File: config.mk
export PLATFORM = sky130hd
export DESIGN_NAME = comparador_der_izq_serial_flat
export DESIGN_NICKNAME = d
export VERILOG_FILES = /design/src/rtl/comparador_der_izq_serial_if.sv /design/src/rtl/comparador_der_izq_serial.sv /design/src/flat_wrapper.sv
export SDC_FILE = /design/constraint.sdc
export NUM_CORES = 1
export LEC_CHECK = 0
export CORE_ASPECT_RATIO = 0.8
export CORE_MARGIN = 2
export CORE_UTILIZATION = 40
export DETAILED_ROUTE_END_ITERATION = 8
export PLACE_DENSITY = 0.67
export SKIP_CTS_REPAIR_TIMING = 1
export SLEW_MARGIN = 20
export SYNTH_ARGS = -nofsm -noshare
export SYNTH_HDL_FRONTEND = slang
export SYNTH_SLANG_ARGS = --single-unit
File: constraint.sdc
create_clock -name clk -period 2.1 [get_ports clk]
set_clock_uncertainty 0.05 [all_clocks]
set_input_delay 0.42 -clock clk [delete_from_list [all_inputs] [get_ports clk]]
set_output_delay 0.42 -clock clk [all_outputs]
set_load 0.01 [all_outputs]
File: src/rtl/comparador_der_izq_serial_if.sv
// Operand/result bundle for the serial right-to-left magnitude comparator.
interface comparador_der_izq_serial_if #(
  parameter int unsigned N = 8
);
  logic         start_i;
  logic [N-1:0] a_i;
  logic [N-1:0] b_i;
  logic         busy_o;
  logic         done_o;
  logic         p_o;
  logic         q_o;

  // Requester side: issues operands, observes status and result.
  modport master (
    output start_i, a_i, b_i,
    input  busy_o, done_o, p_o, q_o
  );

  // Comparator side.
  modport slave (
    input  start_i, a_i, b_i,
    output busy_o, done_o, p_o, q_o
  );
endinterface

File: src/rtl/comparador_der_izq_serial.sv
// Serial magnitude comparator: scans A and B LSB first, one bit pair per clock.
// The most significant unequal pair decides, giving P/Q = 10 (A>B), 01 (A<B), 00 (equal).
module comparador_der_izq_serial #(
  parameter int unsigned N = 8
) (
  input  logic                         clk,
  input  logic                         rst_n,
  comparador_der_izq_serial_if.slave   bus
);
  localparam int unsigned CW = $clog2(N) + 1;

  typedef enum logic [1:0] {
    IDLE = 2'd0,
    RUN  = 2'd1,
    DONE = 2'd2
  } state_e;

  state_e        state_q, state_d;
  logic [N-1:0]  sa_q, sa_d;
  logic [N-1:0]  sb_q, sb_d;
  logic [CW-1:0] cnt_q, cnt_d;
  logic [1:0]    pqs_q, pqs_d;
  logic          p_q, p_d;
  logic          q_q, q_d;
  logic          busy_q, done_q;
  logic [1:0]    pq_upd;

  // Partial-state update for the current bit pair; a later (higher) unequal pair overrides.
  always_comb begin
    pq_upd = pqs_q;
    unique case ({sa_q[0], sb_q[0]})
      2'b10:   pq_upd = 2'b10;
      2'b01:   pq_upd = 2'b01;
      default: pq_upd = pqs_q;
    endcase
  end

  // Next-state and datapath control.
  always_comb begin
    state_d = state_q;
    sa_d    = sa_q;
    sb_d    = sb_q;
    cnt_d   = cnt_q;
    pqs_d   = pqs_q;
    p_d     = p_q;
    q_d     = q_q;
    unique case (state_q)
      IDLE, DONE: begin
        if (bus.start_i) begin
          sa_d    = bus.a_i;
          sb_d    = bus.b_i;
          pqs_d   = 2'b00;
          cnt_d   = '0;
          state_d = RUN;
        end else if (state_q == DONE) begin
          state_d = IDLE;
        end
      end
      RUN: begin
        pqs_d = pq_upd;
        sa_d  = sa_q >> 1;
        sb_d  = sb_q >> 1;
        cnt_d = cnt_q + CW'(1);
        if (cnt_q == CW'(N - 1)) begin
          state_d = DONE;
          // Decode rather than copy so a corrupted 11 never reaches the outputs.
          p_d = (pq_upd == 2'b10);
          q_d = (pq_upd == 2'b01);
        end
      end
      default: state_d = IDLE;
    endcase
  end

  // State, datapath and registered status/result outputs.
  always_ff @(posedge clk or negedge rst_n) begin
    if (!rst_n) begin
      state_q <= IDLE;
      sa_q    <= '0;
      sb_q    <= '0;
      cnt_q   <= '0;
      pqs_q   <= 2'b00;
      p_q     <= 1'b0;
      q_q     <= 1'b0;
      busy_q  <= 1'b0;
      done_q  <= 1'b0;
    end else begin
      state_q <= state_d;
      sa_q    <= sa_d;
      sb_q    <= sb_d;
      cnt_q   <= cnt_d;
      pqs_q   <= pqs_d;
      p_q     <= p_d;
      q_q     <= q_d;
      busy_q  <= (state_d == RUN);
      done_q  <= (state_d == DONE);
    end
  end

  assign bus.busy_o = busy_q;
  assign bus.done_o = done_q;
  assign bus.p_o    = p_q;
  assign bus.q_o    = q_q;
endmodule

File: src/flat_wrapper.sv
// flat-port wrapper written by rule: the top's interface ports become plain ports
module comparador_der_izq_serial_flat 
#(
  parameter int unsigned N = 8
)
  (clk, rst_n, bus_start_i, bus_a_i, bus_b_i, bus_busy_o, bus_done_o, bus_p_o, bus_q_o);
  comparador_der_izq_serial_if #(.N(N)) bus_i ();
  input  logic clk;
  input  logic rst_n;
  input wire logic [$bits(bus_i.start_i)-1:0] bus_start_i;
  input wire logic [$bits(bus_i.a_i)-1:0] bus_a_i;
  input wire logic [$bits(bus_i.b_i)-1:0] bus_b_i;
  output wire logic [$bits(bus_i.busy_o)-1:0] bus_busy_o;
  output wire logic [$bits(bus_i.done_o)-1:0] bus_done_o;
  output wire logic [$bits(bus_i.p_o)-1:0] bus_p_o;
  output wire logic [$bits(bus_i.q_o)-1:0] bus_q_o;
  assign bus_i.start_i = bus_start_i;
  assign bus_i.a_i = bus_a_i;
  assign bus_i.b_i = bus_b_i;
  assign bus_busy_o = bus_i.busy_o;
  assign bus_done_o = bus_i.done_o;
  assign bus_p_o = bus_i.p_o;
  assign bus_q_o = bus_i.q_o;
  comparador_der_izq_serial #(.N(N)) u_core (.clk(clk), .rst_n(rst_n), .bus(bus_i));
endmodule
==> impl_metrics.toml <==
[run_status]
status = "complete, no violations"

[routing]
ant_nets = 0
vias_per_cell = 5.26
wl_um = 2490
drtPass1Iterations = 4
drc = 0
drtIter0Drc = 41
vias = 921
post_drt_wl_per_cell_um = 14.2

[layout]
drive_gt1_frac = 0.0889
layout.nets = 158
n_antenna_cell = 0
seq_area_sq_um = 701
area_growth_pct = 24.1
multi_input_area_sq_um = 498
fillCellCount = 291

[power]
ir_drop_v = 0.000486
powerDensity_mw_per_mm2 = 1350
p_sw_uw = 768
cell_internal_pwr_mw = 1.34
switching_share = 0.364
p_comb_frac = 0.417
seqPwrFrac = 0.426
p_leak_nw = 0.722
pwr-share-clk = 0.158

[timing]
max_slew_margin = 0.507
min_period_ps = 1640
finalHoldViolCount = 0
setup_viol = 0
timing.fmax_mhz = 609
maxSlewViolCount = 0
rsz0062_at_grt = "no"
finalWorstSetupSlack_ps = 458
tns_ps = 0
period_share = 0.782
tightest_slew_ps = 739

[setup_path]
crit_required_ps = 1630
crit_type = "reg2out"
r2r-start = "u_core.state_q[1]"
reg2reg_slack_ps = 490
cp_top_family = "buffers and inverters"
slowest_stage = "clkdlybuf4s50_1"
crit_arrival_ps = 1170
r2r_end = "u_core.sa_q[0]"
critPathCaptureType = "primary output"
worst-path-buf-inv = 1
r2r_cells = 3
cp.depth = 1
cpPeakStageDelay_ps = 530
path_cells = "clkdlybuf4s50_1"
endpoint = "bus_q_o"
cp_max_fo = 2
critPathLaunchType = "register"
crit_start = "u_core.bus.q_o"

[yosys]
synth_edf_count = 0
ys_seq_area_frac = 0.556
synthCells = 113
synth_ff_type = "dfrtp_1"
avgSynthCellArea_sq_um = 11.2
synth_nets = 135
synth_most_common_cell = "dfrtp_1"
ys_top_cells_by_area = "dfrtp_1, a22oi_1, nand3_1"
synth_top_cell_area_share = 0.556
async_flop_share = 1.00
synth.distinct_cells = 23
synth.cell_area_sq_mm = 0.00126
ys_seq_elements = 28
yosysWarningCount = 0
yosysTopAreaCell = "dfrtp_1"
synthTopCellsByCount = "dfrtp_1, nand2_1, nand3_1"

[grt]
first_global_vias = 927
grt-ovfl-total = 0
grt_usage = 0.161
grt_max_degree = 29
grt_pass1_wl_um = 4220
antenna_found_initial = 0

[cts]
clock-sinks = 28
cts_tree = "built"
clk_pin_slew_worst_paths_ps = 90
htree_num_levels = 1
clk_latency_ps = 280
clockBufferDepth = 2
cts_buffers = 3
ctsRootBufferMaster = "clkbuf_8"

[placed_design]
dp_hpwl_um = 1720
port_buffers = 22
preCtsSetupSlack_ps = 347
gp_congestion = 0.760

[job]
cap_violations = 0

[worst_hold_path]
min_path_cells = 1
min_from = "u_core.pqs_q[0]"
hold_class = "reg2reg"

[die]
die_h_um = 54.2
core_area_sq_mm = 0.00304
rows = 18
initial_utilization = 0.415
die_w_um = 66.8
die_area_sq_mm = 0.00362
num_io_pins = 23
==> registers in the layout, summed over array words and instances (netlist names), 2 cells and up <==
| signal | cells |
|---|---|
| u_core.sa_q | 8 |
| u_core.sb_q | 8 |
| u_core.state_q | 2 |
| u_core.cnt_q | 4 |
| u_core.pqs_q | 2 |
==> power groups by stage <==
| stage | Clock, mW | Sequential [mW] | Combinational, mW |
|---|---|---|---|
| floorplan | 0 | 0.882 | 0.684 |
| global placement | 0 | 0.895 | 0.856 |
| detailed placement | 0 | 0.904 | 0.886 |
| CTS | 0.342 | 0.896 | 0.892 |
| global route | 0.367 | 0.922 | 0.988 |
| finish | 0.332 | 0.897 | 0.878 |
==> layout make-up <==
type,count,share of cell area
Clock buffer,4,0.0352
Inverter,3,0.00719
Multi-Input combinational cell,74,0.318
Sequential cell,28,0.448
Tap cell,40,0.0320
Timing Repair Buffer,26,0.160
==> layer usage <==
layer / part of all wire / global-route usage
met1: 0.46 / 0.189
met2: 0.48 / 0.287
met3: 0.052 / 0.0494
met4: 0.012 / 0.0510
met5: 0 / 0
==> worst min path at each step <==
stage / endpoint / slack [ps]
2_1_floorplan: u_core.bus.busy_o / 70
3_3_place_gp: u_core.pqs_q[0] / 420
3_5_place_dp: u_core.pqs_q[0] / 440
4_1_cts: u_core.pqs_q[0] / 460
5_1_grt: u_core.sa_q[2] / 470
6_report: u_core.pqs_q[0] / 450
==> placed cells by master, fill, tap and decap left out <==
cell type	instances
a221o_1	2
a22o_1	4
a22oi_1	12
a32o_1	1
and2b_1	1
buf_4	4
clkbuf_8	4
clkdlybuf4s50_1	22
dfrtp_1	28
ha_1	3
inv_1	3
mux2_2	2
mux2i_1	5
nand2_1	16
nand2b_1	2
nand3_1	13
nand4_1	1
nor2_2	1
nor2b_1	4
nor3_1	3
nor3_4	1
o21ai_0	2
o2bb2ai_1	1
==> per-stage QoR <==
stage          power [mW]   util  area, sq um  hold slack, ps  cells
2_1_floorplan        1.57      -         1260            74.4    113
3_3_place_gp         1.75  0.497         1510             423    171
3_5_place_dp         1.79  0.497         1510             437    171
4_1_cts              2.13  0.515         1570             458    175
5_1_grt              2.28  0.515         1570             466    175
6_report             2.11  0.515         1570             452    175
==> logic make-up after synthesis <==
group                    after synthesis  share of synthesized area
multiplexers                           7                     0.0575
AND/OR/NAND/NOR                       42                      0.170
buffers and inverters                 11                     0.0496
adder cells (fa/ha/maj)                3                     0.0298
flip-flops                            28                      0.556
AO/OA/AOI/OAI                         22                      0.138
Note: power is estimated with default switching activity, not from simulation.
